[config.mk]
export PLATFORM = sky130hd
export DESIGN_NAME = algo_1rw1w_a107_rdq
export DESIGN_NICKNAME = d
export VERILOG_FILES = /design/src/rtl/algo_1rw1w_a107_rdq.sv
export SDC_FILE = /design/constraint.sdc
export NUM_CORES = 1
export LEC_CHECK = 0
export BUFFER_PORTS_ARGS = -buffer_cell sky130_fd_sc_hd__buf_2
export CORE_MARGIN = 2
export CORE_UTILIZATION = 60
export DETAILED_ROUTE_END_ITERATION = 8
export GPL_ROUTABILITY_DRIVEN = 0
export PLACE_DENSITY_LB_ADDON = 0.25
export SYNTH_ARGS = -nofsm -noshare
export SYNTH_HDL_FRONTEND = slang
export SYNTH_SLANG_ARGS = --single-unit
[constraint.sdc]
create_clock -name clk -period 5.9 [get_ports clk]
set_input_delay 0.885 -clock clk [delete_from_list [all_inputs] [get_ports clk]]
set_output_delay 0.885 -clock clk [all_outputs]
set_load 0.01 [all_outputs]
[src/rtl/algo_1rw1w_a107_rdq.sv]
// ---------------------------------------------------------------------------
// algo_1rw1w_a107_rdq
//
// Read-data queue for the 1rw1w memory top. Host reads are accepted only
// while there is credit: the sum of reads in flight and responses waiting
// must stay below DEPTH. Each accepted read pushes its tag into an in-order
// tag FIFO. Each memory return pops the oldest tag and joins that tag with
// the returned data, ECC flags and physical address. The result goes into a
// response queue whose head is presented on registered out_* ports.
//
// Optional feature (macro ALGO_RDQ_ERRCNT_EN):
//   defined   - serr_cnt / derr_cnt count queued returns that carry
//               rw_serr / rw_derr, saturating at 16'hFFFF
//   undefined - serr_cnt / derr_cnt are tied to zero and no counter
//               registers exist
//
// Ports:
//   clk, rst              clock, asynchronous active-low reset
//   ready                 memory side can accept a read this cycle
//   hst_read, hst_tag     host read request and its tag
//   hst_rdy               request accepted this cycle (combinational)
//   rw_read               read issued to memory
//   rw_vld, rw_dout       read return strobe and data
//   rw_serr, rw_derr      single / double bit error flags of the return
//   rw_padr               physical address of the return
//   out_vld, out_rdy      consumer handshake
//   out_dout, out_tag     queued data and matching host tag
//   out_serr, out_derr    queued error flags
//   out_padr              queued physical address
//   orphan                sticky: a return arrived with no read in flight
//   serr_cnt, derr_cnt    error counters (zero unless ALGO_RDQ_ERRCNT_EN)
// ---------------------------------------------------------------------------
module algo_1rw1w_a107_rdq #(
    parameter int WIDTH   = 32,
    parameter int BITPADR = 17,
    parameter int DEPTH   = 8,
    parameter int BITDPTH = 3,
    parameter int TAGW    = 4
) (
    input  logic               clk,
    input  logic               rst,
    input  logic               ready,
    input  logic               hst_read,
    input  logic [TAGW-1:0]    hst_tag,
    output logic               hst_rdy,
    output logic               rw_read,
    input  logic               rw_vld,
    input  logic [WIDTH-1:0]   rw_dout,
    input  logic               rw_serr,
    input  logic               rw_derr,
    input  logic [BITPADR-1:0] rw_padr,
    output logic               out_vld,
    input  logic               out_rdy,
    output logic [WIDTH-1:0]   out_dout,
    output logic [TAGW-1:0]    out_tag,
    output logic               out_serr,
    output logic               out_derr,
    output logic [BITPADR-1:0] out_padr,
    output logic               orphan,
    output logic [15:0]        serr_cnt,
    output logic [15:0]        derr_cnt
);

    localparam int CNTW = BITDPTH + 1;
    localparam int SUMW = BITDPTH + 2;

    typedef struct packed {
        logic [WIDTH-1:0]   dout;
        logic [TAGW-1:0]    tag;
        logic               serr;
        logic               derr;
        logic [BITPADR-1:0] padr;
    } respEntryT;

    // Tag FIFO state
    logic [TAGW-1:0]    tagMem [DEPTH];
    logic [BITDPTH-1:0] tagWrPtr;
    logic [BITDPTH-1:0] tagRdPtr;
    logic [CNTW-1:0]    outstanding;

    // Response queue state. The output register is the first queue slot, so
    // the backing memory only ever holds entries behind it.
    respEntryT          respMem [DEPTH];
    logic [BITDPTH-1:0] respWrPtr;
    logic [BITDPTH-1:0] respRdPtr;
    logic [CNTW-1:0]    memCount;
    logic               outVldR;
    respEntryT          outReg;
    logic               orphanR;

    // Combinational controls
    logic [SUMW-1:0] busy;
    logic [SUMW-1:0] credit;
    logic            retAccept;
    logic            retOrphan;
    logic            outFree;
    logic            loadFromMem;
    logic            loadBypass;
    logic            memPush;
    respEntryT       newEntry;

    // Pointer increment that wraps modulo DEPTH even when DEPTH is not a
    // power of two.
    function automatic logic [BITDPTH-1:0] nextPtr(input logic [BITDPTH-1:0] p);
        return (p == BITDPTH'(DEPTH - 1)) ? '0 : p + 1'b1;
    endfunction

    // Credit and issue control. hst_rdy is also gated by rst so nothing can be
    // issued while reset is held. A return is orphaned when nothing is in
    // flight; a read issued in the same cycle does not count yet. The output
    // slot refills from the memory first. If the memory is empty, a new return
    // goes straight to the output slot.
    always_comb begin
        busy        = SUMW'(outstanding) + SUMW'(memCount) + SUMW'(outVldR);
        credit      = SUMW'(DEPTH) - busy;
        hst_rdy     = rst & ready & (credit != '0);
        rw_read     = hst_read & hst_rdy;
        retAccept   = rw_vld & (outstanding != '0);
        retOrphan   = rw_vld & (outstanding == '0);
        outFree     = ~outVldR | out_rdy;
        loadFromMem = outFree & (memCount != '0);
        loadBypass  = outFree & (memCount == '0) & retAccept;
        memPush     = retAccept & ~loadBypass;
        newEntry    = '{dout: rw_dout, tag: tagMem[tagRdPtr], serr: rw_serr,
                        derr: rw_derr, padr: rw_padr};
    end

    // Tag storage holds data only, so it needs no reset. The pointers decide
    // which entries are live.
    always_ff @(posedge clk) begin
        if (rw_read) begin
            tagMem[tagWrPtr] <= hst_tag;
        end
    end

    // Tag FIFO pointers and the in-flight count. The count moves by the net
    // result of the issue and the return in the same cycle.
    always_ff @(posedge clk or negedge rst) begin
        if (!rst) begin
            tagWrPtr    <= '0;
            tagRdPtr    <= '0;
            outstanding <= '0;
        end else begin
            if (rw_read) begin
                tagWrPtr <= nextPtr(tagWrPtr);
            end
            if (retAccept) begin
                tagRdPtr <= nextPtr(tagRdPtr);
            end
            case ({rw_read, retAccept})
                2'b10:   outstanding <= outstanding + 1'b1;
                2'b01:   outstanding <= outstanding - 1'b1;
                default: outstanding <= outstanding;
            endcase
        end
    end

    // Response backing memory. The pointers alone decide which entries are
    // live, so the memory needs no reset.
    always_ff @(posedge clk) begin
        if (memPush) begin
            respMem[respWrPtr] <= newEntry;
        end
    end

    // Response queue pointers, output slot and the sticky orphan flag. The
    // output slot is reloaded only when it is empty or being consumed, so
    // out_* stays stable while the consumer stalls.
    always_ff @(posedge clk or negedge rst) begin
        if (!rst) begin
            respWrPtr <= '0;
            respRdPtr <= '0;
            memCount  <= '0;
            outVldR   <= 1'b0;
            outReg    <= '0;
            orphanR   <= 1'b0;
        end else begin
            if (memPush) begin
                respWrPtr <= nextPtr(respWrPtr);
            end
            if (loadFromMem) begin
                respRdPtr <= nextPtr(respRdPtr);
            end
            case ({memPush, loadFromMem})
                2'b10:   memCount <= memCount + 1'b1;
                2'b01:   memCount <= memCount - 1'b1;
                default: memCount <= memCount;
            endcase
            if (outFree) begin
                if (loadFromMem) begin
                    outReg  <= respMem[respRdPtr];
                    outVldR <= 1'b1;
                end else if (loadBypass) begin
                    outReg  <= newEntry;
                    outVldR <= 1'b1;
                end else begin
                    outVldR <= 1'b0;
                end
            end
            if (retOrphan) begin
                orphanR <= 1'b1;
            end
        end
    end

`ifdef ALGO_RDQ_ERRCNT_EN
    logic [15:0] serrCntR;
    logic [15:0] derrCntR;

    // Error counters advance only on returns that are actually queued.
    // Orphaned returns are discarded and not counted.
    always_ff @(posedge clk or negedge rst) begin
        if (!rst) begin
            serrCntR <= '0;
            derrCntR <= '0;
        end else begin
            if (retAccept && rw_serr && (serrCntR != 16'hFFFF)) begin
                serrCntR <= serrCntR + 16'd1;
            end
            if (retAccept && rw_derr && (derrCntR != 16'hFFFF)) begin
                derrCntR <= derrCntR + 16'd1;
            end
        end
    end

    assign serr_cnt = serrCntR;
    assign derr_cnt = derrCntR;
`else
    assign serr_cnt = '0;
    assign derr_cnt = '0;
`endif

    assign out_vld  = outVldR;
    assign out_dout = outReg.dout;
    assign out_tag  = outReg.tag;
    assign out_serr = outReg.serr;
    assign out_derr = outReg.derr;
    assign out_padr = outReg.padr;
    assign orphan   = orphanR;

endmodule

==> key figures, run 1 <==
STA
  • Endpoints failing setup: 0
  • Slew at the pin closest to its max-slew limit: 1180 ps
  • Max-slew violations: 0
  • Slew headroom: 0.210
  • Maximum clock frequency: 224 MHz
  • Final hold viol count: 0
  • Total negative setup slack: 0 ps
  • RSZ-0062 raised after global routing: false
  • Clock Skews: 10.8 ps
  • Fin crit share: 0.757
  • Fin crit period: 4470 ps
  • Hold WS: 251 ps

Floorplanning
  • Die X: 193 um
  • Die Y: 193 um
  • Initial Util: 0.606
  • CORE AREA: 35500 um^2
  • # IOs: 152
  • DIE AREA: 37400 um^2
  • Core Rows: 69

Clock tree
  • Worst-Skew Late Latency: 590 ps
  • Sink Count: 549
  • Cts hold-fix bufs: 0
  • Clock Tree Buf Depth: 3
  • Worst-path clk slew: 60 ps
  • CTS Root Cell: clkbuf_16
  • TritonCTS clock tree: done
  • Postcts setup bufs: 0
  • CTS Buf Count: 53
  • H-tree depth: 2
  • Cts repair resizes: 0

Setup path
  • CP Max Fanout: 13
  • Startpoint Class: flop
  • Arr. time, crit path: 3580 ps
  • Required @ worst endpoint: 5020 ps
  • Type of the worst setup path: reg -> out
  • CP Capture Type: output port

Pwr
  • Clock power share: 0.279
  • Power per Cell Area: 497 nW/um^2
  • Gate power share: 0.262
  • Leakage: 8.46 nW
  • Cell Int Power: 8.53 mW
  • Switching portion of total power: 0.295
  • Worst vdd ir: 0.000424 V
  • Switching power: 3.57 mW
  • Sequential share of power: 0.459

Global routing
  • Vias in the first global route: 10.9k
  • Initial antenna violation count: 3
  • All-layer global routing usage: 0.233
  • GR Overflow Total: 0
  • First-pass GRT wire length: 65.7 mm
  • Largest net degree at the start of global routing: 89

Worst hold path
  • Worst hold path class: in -> async

Status
  • Status: complete, no violations

Place
  • PortBufs: 119
  • DP Wirelength: 22.3 mm

Layout
  • Share of cells above drive strength 1: 0.292
  • Filler Cell Count: 2249
  • Nets: 1280
  • Layout Utilization: 0.685
  • Layout area overhead: 13.0%

Logic synthesis
  • Gate Count Post-Synth: 1054
  • Post-synth EDFFs: 472
  • Seq/Total Area, Yosys: 0.748
  • Synth Register Bits: 549
  • Async set-reset flop share out of synthesis: 0.140
  • Syn Area/Cell: 20.4 um^2
  • Area share of the largest cell type after synthesis: 0.659
  • Area leader, netlist: edfxtp_1
  • Post-synthesis cell area: 21500 um^2
  • Top cells by area, synth: edfxtp_1, mux4_2, dfrtp_1
  • Synth cell types: 38
  • Post-synth top flop: edfxtp_1
  • Yosys synthesis warning count: 0

Route
  • Drt via density: 6.14
  • ANT nets after route: 0
  • Via count: 10.5k
  • # DRC: 0
  • Number of iterations in the first detailed-routing pass: 5
  • Drt wl/cell: 24.9 um
  • Final wirelength: 42.4 mm
  • DR iter-0 viols: 834

Job
  • Max-Cap Viols: 0
==> stage by stage <==
| stage | cell area (um^2) | setup slack, ps | power (mW) | cells |
|---|---|---|---|---|
| finish | 24300 | 1430 | 12.1 | 1701 |
| global placement | 22600 | 1820 | 8.72 | 1600 |
| detailed placement | 22600 | 1690 | 8.83 | 1600 |
| CTS | 24300 | 1370 | 12.2 | 1700 |
| global route | 24300 | 1200 | 12.7 | 1701 |
| floorplan | 21600 | 2.24 | 7.82 | 1085 |
==> area by class of cell <==
cell class	instances	area [um^2]	area share
flip-flops and latches	549	16100	0.663
multi-input cells	434	5050	0.208
clock buffers	66	1440	0.0591
repair buffers	138	753	0.0310
well taps	461	577	0.0237
clock inverters	34	317	0.0130
inverters	18	67.6	0.00278
diodes	1	2.50	0.000103
==> state kept, by name, summed over array words and instances, names as in the netlist, 3 cells and up <==
register,flops
tagRdPtr,3
respRdPtr,3
tagWrPtr,3
tagMem,32
out_dout,32
out_padr,17
respMem,440
out_tag,4
outstanding,4
memCount,4
respWrPtr,3
==> per-layer routing <==
metal,track usage,vias up,wire length [um]
met5,0,-,21
met4,0.0574,4,594
met3,0.0507,48,2850
met2,0.378,382,21300
met1,0.331,5500,17600
li1,-,4518,-
==> Yosys cell counts (2+ instances only) <==
cell type  count
fa_1           5
nand2b_1       3
nor4b_1        2
inv_1         17
nand2_1       22
clkbuf_4       2
buf_4         34
a22oi_1       55
nor3_1         7
edfxtp_1     472
xor2_1         4
o21ai_0       31
xnor2_1        6
dfrtp_1       77
o21ai_1       28
a21oi_1        4
ha_1          20
mux2i_1       57
nor4_1         4
buf_2         25
mux4_2       118
mux2_2         8
clkbuf_1      18
buf_1          5
nor2_1        12
a21o_1         6
==> cell usage in the layout, fill, tap and decap left out, types with 3 or more instances in the layout <==
| cell type | count |
|---|---|
| dfrtp_1 | 74 |
| bufinv_16 | 6 |
| o21ai_0 | 31 |
| a21oi_1 | 4 |
| clkinv_1 | 11 |
| mux2i_1 | 57 |
| a22oi_1 | 55 |
| buf_2 | 118 |
| dfrtp_4 | 3 |
| clkinv_2 | 14 |
| inv_1 | 17 |
| mux4_2 | 118 |
| fa_1 | 5 |
| nand2_1 | 22 |
| edfxtp_1 | 472 |
| nand2b_1 | 3 |
| clkbuf_16 | 55 |
| nor4_1 | 4 |
| clkbuf_1 | 9 |
| mux2_2 | 8 |
| conb_1 | 32 |
| xnor2_1 | 6 |
| nor2_1 | 6 |
| nor2_4 | 6 |
| a21o_1 | 6 |
| ha_1 | 20 |
| o21ai_1 | 28 |
| buf_4 | 19 |
| xor2_1 | 4 |
| nor3_1 | 5 |
==> power by group through the flow <==
stage	Clock (mW)	Combinational, mW	Sequential (mW)
floorplan	0	2.39	5.43
global placement	0	3.12	5.59
detailed placement	0	3.20	5.63
CTS	3.44	3.22	5.56
global route	3.59	3.46	5.62
finish	3.38	3.17	5.55
==> path summary, 6_finish.rpt <==
path	startpoint	end	slack (ps)	cells past startpoint
worst max-delay path	memCount[0]$_DFFE_PN0P_	rw_read	1430	11
worst min-delay path	rst	out_padr[6]$_DFFE_PN0P_	250	1
worst max register to register	memCount[0]$_DFFE_PN0P_	outstanding[3]$_DFFE_PN0P_	1720	16
worst min register to register	orphan$_DFFE_PN0P_	orphan$_DFFE_PN0P_	480	1
max in group asynchronous	rst	respRdPtr[0]$_DFFE_PN0P_	4320	2
min in group clk	orphan$_DFFE_PN0P_	orphan$_DFFE_PN0P_	480	1
==> cells by family (layout without fill, tap and decap cells) <==
group                    after synthesis  in the layout  synth area share
buffers and inverters                102            256            0.0255
adder cells (fa/ha/maj)               25             25            0.0163
AO/OA/AOI/OAI                        126            126            0.0377
XOR/XNOR                              10             10           0.00407
AND/OR/NAND/NOR                       58             58            0.0138
multiplexers                         183            183             0.154
flip-flops                           549            549             0.748
other                                  1             33          0.000174
==> worst max-delay path, cell delays in order (launching register included) <==
cell and delay, ps:
dfrtp_1 430, ha_1 190, inv_1 50, fa_1 500
ha_1 160, inv_1 60, fa_1 430, xnor2_1 140
nor4b_1 370, a21o_1 450, inv_1 70, buf_2 150
No activity file was read; power rests on OpenSTA's default activity.
==> inputs of run 2 (changes only) <==
CORE_UTILIZATION = 54   (was 60)
clock period = 3.8 ns   (was 5.9 ns; I/O delays follow)
==> key figures, run 2 (synthesized netlist as in run 1, its figures left out) <==
Place
  • DP Wirelength: 24.0 mm (was 22.3 mm)
  • Post-place setup slack: 114 ps (was 1690 ps)
  • Dpl cell area: 22900 um^2 (was 22600 um^2)
  • Placed cell count: 1678 (was 1600)
  • PortBufs: 119 (unchanged)

Clock tree
  • Clock Tree Buf Depth: 3 (unchanged)
  • Cts hold-fix bufs: 0 (unchanged)
  • Worst-path clk slew: 60 ps (about the same)
  • CTS Root Cell: clkbuf_16 (unchanged)
  • H-tree depth: 2 (unchanged)
  • Worst-Skew Late Latency: 600 ps (was 590 ps)
  • TritonCTS clock tree: done (unchanged)
  • CTS Buf Count: 54 (was 53)
  • Sink Count: 549 (unchanged)

Route
  • DR iter-0 viols: 860 (was 834)
  • Final wirelength: 43.9 mm (was 42.4 mm)
  • Number of iterations in the first detailed-routing pass: 5 (unchanged)
  • Drt wl/cell: 24.5 um (was 24.9 um)
  • # DRC: 0 (unchanged)
  • Via count: 10.5k (about the same)
  • Drt via density: 5.89 (was 6.14)
  • ANT nets after route: 0 (unchanged)

Pwr
  • Clock power share: 0.295 (was 0.279)
  • Switching portion of total power: 0.288 (was 0.295)
  • Leakage: 8.71 nW (was 8.46 nW)
  • Gate power share: 0.267 (was 0.262)
  • Sequential share of power: 0.438 (was 0.459)
  • Worst vdd ir: 0.000718 V (was 0.000424 V)
  • Cell Int Power: 13.9 mW (was 8.53 mW)
  • Overall Power: 19.6 mW (was 12.1 mW)
  • Power per Cell Area: 785 nW/um^2 (was 497 nW/um^2)
  • Switching power: 5.64 mW (was 3.57 mW)

Layout
  • Nets: 1303 (was 1280)
  • Most frequent cells in the layout: edfxtp_1, mux4_2, buf_2 (unchanged)
  • Max reg flops: 440 (unchanged)
  • Layout area overhead: 16.0% (was 13.0%)
  • Share of cells above drive strength 1: 0.317 (was 0.292)
  • Filler Cell Count: 2679 (was 2249)
  • Largest register by flop count: respMem (unchanged)
  • Non-Filler Instances: 1789 (was 1701)
  • Design area: 25000 um^2 (was 24300 um^2)
  • Commonest non-fill, non-tap cell in the layout: edfxtp_1 (unchanged)

Floorplanning
  • # IOs: 152 (unchanged)
  • Die Y: 204 um (was 193 um)
  • Die X: 204 um (was 193 um)
  • Initial Util: 0.544 (was 0.606)
  • Core Rows: 73 (was 69)
  • DIE AREA: 41500 um^2 (was 37400 um^2)
  • CORE AREA: 39500 um^2 (was 35500 um^2)

Global routing
  • Vias in the first global route: 11.0k (was 10.9k)
  • First-pass GRT wire length: 66.9 mm (was 65.7 mm)
  • Initial antenna violation count: 4 (was 3)
  • All-layer global routing usage: 0.218 (was 0.233)
  • GR Overflow Total: 0 (unchanged)
  • Largest net degree at the start of global routing: 60 (was 89)

Setup path
  • Startpoint Class: flop (unchanged)
  • Worst reg-to-reg path cell count: 17 (was 16)
  • Type of the worst setup path: reg -> out (unchanged)
  • Reg-to-Reg End: outstanding[3]$_DFFE_PN0P_ (unchanged)
  • Required @ worst endpoint: 3230 ps (was 5020 ps)
  • CP Capture Type: output port (unchanged)
  • CP Max Fanout: 2 (was 13)
  • Crit Reg-Reg Startpoint: out_vld$_DFFE_PN0P_ (was memCount[0]$_DFFE_PN0P_)
  • Flop2flop setup slack: 160 ps (was 1720 ps)
  • Arr. time, crit path: 3110 ps (was 3580 ps)

Worst hold path
  • Worst hold path class: in -> async (unchanged)

STA
  • Maximum clock frequency: 271 MHz
  • Slew at the pin closest to its max-slew limit: 909 ps (was 1180 ps)
  • Max-slew violations: 0 (unchanged)
  • Final hold viol count: 0 (unchanged)
  • Total negative setup slack: 0 ps (unchanged)
  • Endpoints failing setup: 0 (unchanged)
  • Fin crit share: 0.969
  • Clock Skews: 21.3 ps (was 10.8 ps)
  • Fin crit period: 3680 ps
  • Final WS setup: 116 ps (was 1430 ps)
  • Slew headroom: 0.394 (was 0.210)

Status
  • Status: complete, no violations (unchanged)

Job
  • Max-Cap Viols: 0 (unchanged)
## run 2: power groups by stage
stage                     registers, mW  clock network (mW)  logic, mW
after CTS                          8.59                5.89       5.25
final                              8.58                5.78       5.22
after floorplan                    8.42                   0       3.71
after global routing               8.70                6.12       5.73
after global placement             8.66                   0       5.07
after detailed placement           8.71                   0       5.16
## run 2: routing by layer
metal  vias up  GRT usage  routed length [um]
met3        65     0.0371                2510
li1       4568          -                   -
met5         -          0                  25
met4         4     0.0636                 875
met2       330      0.353               21900
met1      5579      0.309               18500
## run 2: timing repair
action / CTS / global route
pin swaps: 2 / 6
endpoints found under the hold margin: 0 / 0
gates resized for setup: 2 / 10
buffers inserted: 5 / 3
setup endpoints to repair: 1 / 3
## run 2: per-stage QoR
stage / util / hold WS [ps]
final: 0.631 / 68.6
after global routing: 0.631 / 108
after CTS: 0.630 / 110
after detailed placement: 0.579 / 476
after global placement: 0.579 / 481
after floorplan: - / 274
## run 2: worst max-delay path: stages (launching register included)
cell	delay, ps
dfrtp_1	370
ha_2	180
inv_2	40
fa_1	500
ha_2	190
inv_2	40
fa_2	340
xnor2_2	140
nor4b_2	290
buf_4	160
buf_4	90
a21oi_1	50
buf_2	140
## run 2: how the worst max path moves through the flow
stage | startpoint | to | slack (ps)
floorplan | out_rdy | respMem[4][0]$_DFFE_PP_ | -310
global placement | out_vld$_DFFE_PN0P_ | outstanding[3]$_DFFE_PN0P_ | 190
detailed placement | out_vld$_DFFE_PN0P_ | outstanding[3]$_DFFE_PN0P_ | 110
CTS | memCount[0]$_DFFE_PN0P_ | rw_read | 5
global route | out_vld$_DFFE_PN0P_ | hst_rdy | -40
finish | out_vld$_DFFE_PN0P_ | hst_rdy | 120
## run 2: cell type report
class	count	area (um^2)	area share
sequential	549	16100	0.646
multi-input combinational	434	5090	0.204
clock buffer	77	1560	0.0625
timing repair buffer	160	1070	0.0427
tap	525	657	0.0263
clock inverter	24	403	0.0161
inverter	18	67.6	0.00271
antenna	2	5.00	0.000201
